<file path="src/rtl/rx_ds_se.sv">
// -----------------------------------------------------------------------------
// rx_ds_se -- Data/Strobe serial line receiver, single-ended inputs.
//
// D and S are asynchronous to RxClk. Each line goes through a two-flop
// synchronizer. The synchronized pair (Ds, Ss) is then compared against the
// previous sample (Dr, Sr):
//   * exactly one line changed -> one bit received, value = Ds (Rx1 / Rx0)
//   * both lines changed       -> line error (RxErr)
// The decode passes through one register stage and then the output register.
// A strobe therefore appears after the third RxClk edge that follows the edge
// where the input change is first captured.
//
// An idle counter runs once the link is active. After TIMEOUT consecutive
// cycles with no transition, it sets the sticky RxDisc flag. While RxDisc is
// set, all strobes are suppressed.
//
// Parameters
//   TIMEOUT   transition-free RxClk cycles that declare disconnect (2..65535)
//
// Ports
//   RxClk     in   receive clock, rising edge, >= 4x the D/S bit rate
//   RxReset   in   asynchronous active-high reset
//   D, S      in   Data / Strobe lines (asynchronous)
//   Rx1       out  one-cycle strobe: a 1 bit was received
//   Rx0       out  one-cycle strobe: a 0 bit was received
//   RxErr     out  one-cycle strobe: D and S changed together
//   RxDisc    out  sticky disconnect flag
//   RxActive  out  set by the first transition after reset, sticky
// -----------------------------------------------------------------------------
module rx_ds_se #(
    parameter int TIMEOUT = 32
) (
    input  logic RxClk,
    input  logic RxReset,
    input  logic D,
    input  logic S,
    output logic Rx1,
    output logic Rx0,
    output logic RxErr,
    output logic RxDisc,
    output logic RxActive
);

    localparam logic [15:0] TMO = 16'(TIMEOUT);

    // Synchronizers. Stage 1 may go metastable, so only stage 2 is used.
    logic d_meta, s_meta;
    logic d_sync, s_sync;

    // Reference: previous synchronized sample. After reset it is (0,0), which
    // matches the transmitter's idle line state.
    logic d_ref, s_ref;

    // Combinational decode of the current sample against the reference.
    logic d_chg, s_chg;
    logic dec_bit, dec_err, dec_val;

    // Registered decode (pipeline stage between decode and outputs).
    logic bit_q, err_q, val_q;

    // Idle / disconnect tracking.
    logic        trans;
    logic [15:0] idle_cnt;
    logic [15:0] idle_next;
    logic        disc_next;

    // ------------------------------------------------------------------
    // Synchronizer and reference register.
    // NOTE: sequential state is assigned with <= so that every flop samples
    // the pre-edge value of its source. With blocking assignments here,
    // d_sync would see the new d_meta in the same edge and the two-flop
    // synchronizer would collapse into a single flop.
    // ------------------------------------------------------------------
    always_ff @(posedge RxClk or posedge RxReset) begin
        if (RxReset) begin
            d_meta <= 1'b0;
            s_meta <= 1'b0;
            d_sync <= 1'b0;
            s_sync <= 1'b0;
            d_ref  <= 1'b0;
            s_ref  <= 1'b0;
        end else begin
            d_meta <= D;
            s_meta <= S;
            d_sync <= d_meta;
            s_sync <= s_meta;
            // The reference always follows the sample. This covers both
            // cases: after a single-line change, and after an error, where
            // the new (Ds, Ss) pair becomes the reference.
            d_ref  <= d_sync;
            s_ref  <= s_sync;
        end
    end

    // ------------------------------------------------------------------
    // Decode.
    // NOTE: every always_comb output gets its default value first. Any path
    // that left a variable unassigned would infer a latch.
    // ------------------------------------------------------------------
    always_comb begin
        d_chg   = 1'b0;
        s_chg   = 1'b0;
        dec_bit = 1'b0;
        dec_err = 1'b0;
        dec_val = 1'b0;

        d_chg   = d_sync ^ d_ref;
        s_chg   = s_sync ^ s_ref;
        dec_bit = d_chg ^ s_chg;
        dec_err = d_chg & s_chg;
        dec_val = d_sync;
    end

    // Decode pipeline register.
    always_ff @(posedge RxClk or posedge RxReset) begin
        if (RxReset) begin
            bit_q <= 1'b0;
            err_q <= 1'b0;
            val_q <= 1'b0;
        end else begin
            bit_q <= dec_bit;
            err_q <= dec_err;
            val_q <= dec_val;
        end
    end

    // ------------------------------------------------------------------
    // Idle counter and disconnect detection. Both use the registered
    // decode, so they update on the same edge as the strobes.
    // If a transition arrives on the edge where the count would reach
    // TIMEOUT, the transition wins: the counter clears and RxDisc stays low.
    // The counter only advances while RxActive is set, so an idle line after
    // reset can never raise RxDisc.
    // ------------------------------------------------------------------
    always_comb begin
        trans     = bit_q | err_q;
        idle_next = idle_cnt;
        disc_next = RxDisc;

        if (trans) begin
            idle_next = '0;
        end else if (RxActive && (idle_cnt != TMO)) begin
            // idle_cnt < TMO <= 65535, so the increment cannot wrap.
            idle_next = idle_cnt + 16'd1;
            if (idle_next == TMO) begin
                disc_next = 1'b1;
            end
        end
    end

    // Output register. The strobes are gated by the current RxDisc.
    // On the edge that sets RxDisc there is no transition by construction,
    // so no strobe can coincide with the flag rising.
    always_ff @(posedge RxClk or posedge RxReset) begin
        if (RxReset) begin
            Rx1      <= 1'b0;
            Rx0      <= 1'b0;
            RxErr    <= 1'b0;
            RxDisc   <= 1'b0;
            RxActive <= 1'b0;
            idle_cnt <= '0;
        end else begin
            Rx1      <= bit_q &  val_q & ~RxDisc;
            Rx0      <= bit_q & ~val_q & ~RxDisc;
            RxErr    <= err_q & ~RxDisc;
            RxDisc   <= disc_next;
            RxActive <= RxActive | trans;
            idle_cnt <= idle_next;
        end
    end

endmodule

</file>
<file path="config.mk">
export PLATFORM = sky130hd
export DESIGN_NAME = rx_ds_se
export DESIGN_NICKNAME = d
export VERILOG_FILES = /design/src/rtl/rx_ds_se.sv
export SDC_FILE = /design/constraint.sdc
export NUM_CORES = 1
export LEC_CHECK = 0
export CORE_MARGIN = 2
export CORE_UTILIZATION = 40
export DETAILED_ROUTE_END_ITERATION = 8
export SLEW_MARGIN = 20
export SYNTH_ARGS = -nofsm -noshare
export SYNTH_HDL_FRONTEND = slang
export SYNTH_SLANG_ARGS = --single-unit
</file>
<file path="constraint.sdc">
create_clock -name RxClk -period 4.4 [get_ports RxClk]
set_input_delay 0.44 -clock RxClk [delete_from_list [all_inputs] [get_ports RxClk]]
set_output_delay 0.44 -clock RxClk [all_outputs]
set_load 0.01 [all_outputs]
</file>
==> flow_summary.rst <==
.. list-table::
   :header-rows: 1

   * - Metric
     - Value
   * - Number of vias after detailed routing
     - approximately 1100
   * - Number of endpoints failing setup at the final stage
     - 0
   * - Starting density of the core
     - approximately two fifths
   * - Maximum number of pins on one net before global-route repair
     - 30
   * - Peak supply drop
     - 0.139 mV
   * - Reg2Reg Setup Slack
     - between 2 and 2.5 ns
   * - Cell chosen for the clock root
     - sky130_fd_sc_hd__clkbuf_8
   * - Max reg flops
     - 16
   * - Global-route usage over all layers
     - 16.8%
   * - Number of antenna violations at the first check in global routing
     - 0
   * - Unique masters post-synth
     - 41
   * - Clock sink total
     - 29
   * - Minimum hold slack
     - 0.351 ns
   * - Endpoints failing hold
     - 0
   * - Post-CTS sizing
     - 0
   * - Quantity of hold-fixing buffers added after cts
     - 0
   * - Height of the chip
     - 65.9 µm
   * - FF/Latch Area
     - just over 700 µm²
   * - CTS tree
     - done
   * - Status
     - finished, final reports clean
   * - Final Net Count
     - 161
   * - Initial drt markers
     - 74
   * - Buffers on Ports
     - 8
   * - Slew Viols, Final
     - 0
   * - Max Cap Violations
     - 0
   * - GRT Residual Overflow
     - 0
   * - Number of I/O pins
     - 9
   * - Most flops, register
     - idle_cnt
   * - RSZ-0062 raised after global routing
     - false
   * - Setup Total Neg Slack
     - 0 ns
   * - Routed len/inst
     - between 10 and 15 µm
   * - Post-CTS Repair Setup Buffers
     - 0
   * - First-pass GRT wire length
     - 5.35 mm
   * - WL final
     - ~3.0 mm
   * - Post-layout minimum cycle time
     - between 2 and 2.5 ns
   * - Num rows
     - 22
   * - Most frequent cells in the layout
     - 29 x sky130_fd_sc_hd__dfrtp_1, 22 x sky130_fd_sc_hd__nor2_1, 17 x sky130_fd_sc_hd__xor2_1
   * - Pin slew with the least headroom to its limit
     - 0.737 ns
   * - Worst Setup Slack, final
     - ~2.3 ns
   * - Number of buffers created by CTS
     - 5
   * - Vias in the first global route
     - 1175
   * - Largest area contributor in the synthesized netlist
     - sky130_fd_sc_hd__dfrtp_1
   * - Cell area after layout
     - 1700 µm²
   * - Max Clock Skew
     - 0.00772 ns
   * - Fill cell total of the finished layout
     - roughly 350
   * - Area of placed instances
     - 1620 µm²
   * - Post-Synthesis Cells
     - 149
   * - Die area
     - 4340 µm²
   * - Number of routed nets with antenna violations
     - 0
   * - Worst endpoint data arrival time
     - 2.24 ns
   * - Post-route total power
     - 567 µW
   * - Max Fclk
     - 0.482 GHz
   * - CTS H-tree lvls
     - 2
   * - DRC violations left
     - 0
   * - Critical path launch point type
     - flop
   * - Clock slew at reported path FFs
     - 0.07 ns
   * - Number of nets produced by synthesis
     - 156
   * - Placement Setup Slack
     - 2.34 ns
   * - Biggest area contributors in the synthesized netlist
     - sky130_fd_sc_hd__dfrtp_1 47%, sky130_fd_sc_hd__xor2_1 9.7%, sky130_fd_sc_hd__nor2_1 5.4%
   * - Count of antenna diodes in the layout
     - 0
   * - Post-Synthesis Cell Area
     - approximately 1500 µm²
   * - FF+latch count, synth
     - 29
   * - Post-route clock period utilization
     - 47.1%
   * - Part of the Yosys area used for sequential elements
     - 47.4%
   * - Pleak
     - 0.741 nW
   * - Sort of element at the end of the critical path
     - flop
   * - Layout area overhead
     - 11.4%
   * - Kind of path behind the tightest hold check
     - reg2reg
   * - Fin cells
     - around 200
   * - Iteration count of the initial detailed-routing pass
     - 4
   * - Placed cell count
     - 195
   * - Top-area cell type share of the netlist area
     - 47.4%
   * - Power per standard cell area
     - 333 nW/µm²
   * - Via-per-instance ratio
     - 5.41
   * - Final core utilization
     - 46.5%
   * - Area taken by multi-input logic gates
     - 733 µm²
   * - Bufs on Longest Clock Path
     - 2
   * - Type of the worst setup path
     - reg2reg
   * - Placeable core region
     - between 3000 and 4000 µm²
   * - Routability cong.
     - 0.900
   * - Worst-skew pair later-pin latency
     - 0.28 ns
   * - Worst slew margin relative to its limit
     - ~50%
   * - Share of post-route cells with drive strength above 1
     - 12.9%
   * - Post-detail-place hpwl
     - approximately 2.2 mm
   * - Count of yosys warnings during synthesis
     - 0
   * - Synthesized area per cell
     - ~10 µm²
   * - Leading cell type in the layout, fill and taps excluded
     - sky130_fd_sc_hd__dfrtp_1
   * - Crit path max fanout
     - 16
   * - Endpoint required time on the critical path
     - roughly 4.6 ns
   * - DIE WIDTH
     - 65.9 µm
[path summary, 6_finish.rpt]
kind	from	endpoint	cells past startpoint
worst max-delay path	idle_cnt[0]	idle_cnt[11]	7
worst min-delay path	s_meta	s_sync	0
worst max register to register	idle_cnt[0]	idle_cnt[11]	7
worst min register to register	s_meta	s_sync	0
max in group asynchronous	RxReset	idle_cnt[2]	2
min in group asynchronous	RxReset	s_sync	2
[cell families after synthesis]
family                     synth area share [%]
adders and majority gates                  2.45
xor gates and xnor gates                   12.0
buffers and inverters                      4.66
DFF                                        47.4
muxes                                     0.654
AOI/OAI and AO/OA                          5.89
and+or+nand+nor                            26.9
[synthesized netlist by cell type (all sizes together)]
| cell | n |
|---|---|
| dfrtp | 29 |
| nor2 | 23 |
| xor2 | 17 |
| nand2 | 11 |
| buf | 9 |
| nand4 | 8 |
| nand3 | 7 |
| inv | 5 |
| xnor2 | 4 |
| and2 | 3 |
| ha | 3 |
| nor4 | 3 |
| o31ai | 3 |
| and3 | 2 |
| and4 | 2 |
| nor3 | 2 |
| nor3b | 2 |
| nor4b | 2 |
| or3 | 2 |
| a21oi | 1 |
| a22oi | 1 |
| a311o | 1 |
| a41o | 1 |
| a41oi | 1 |
| and3b | 1 |
| clkbuf | 1 |
| mux2i | 1 |
| nor2b | 1 |
| o2111ai | 1 |
| o21ai | 1 |
| or2 | 1 |
[worst max-delay path: stages, from the launching register on]
cell and delay (ns):
sky130_fd_sc_hd__dfrtp_1 0.46, sky130_fd_sc_hd__inv_1 0.07, sky130_fd_sc_hd__ha_1 0.19, sky130_fd_sc_hd__nor4b_2 0.15, sky130_fd_sc_hd__a41oi_2 0.65, sky130_fd_sc_hd__nand4_1 0.21
sky130_fd_sc_hd__xor2_1 0.18, sky130_fd_sc_hd__nor2_1 0.06
[layout make-up]
class	count	area share, %
clock inverter	3	1.03
timing repair buffer	8	4.70
sequential	29	42.6
multi-input combinational	105	43.0
clock buffer	5	4.04
tap	48	3.52
inverter	5	1.10
[power by group]
| part | switching [mW] | total, mW | leakage [nW] | internal [mW] |
|---|---|---|---|---|
| Clock | 0.104 | 0.213 | 0.0439 | 0.109 |
| Combinational | 0.0340 | 0.0598 | 0.320 | 0.0258 |
| Sequential | 0.0130 | 0.294 | 0.378 | 0.281 |
[metal layers]
| metal | global-route usage [%] | share of wire [%] |
|---|---|---|
| met1 | 19.8 | 43 |
| met2 | 27.1 | 50 |
| met3 | 6.13 | 4.0 |
| met4 | 7.55 | 2.3 |
| met5 | 0 | 0 |
Power figures use the tool's default switching activity.
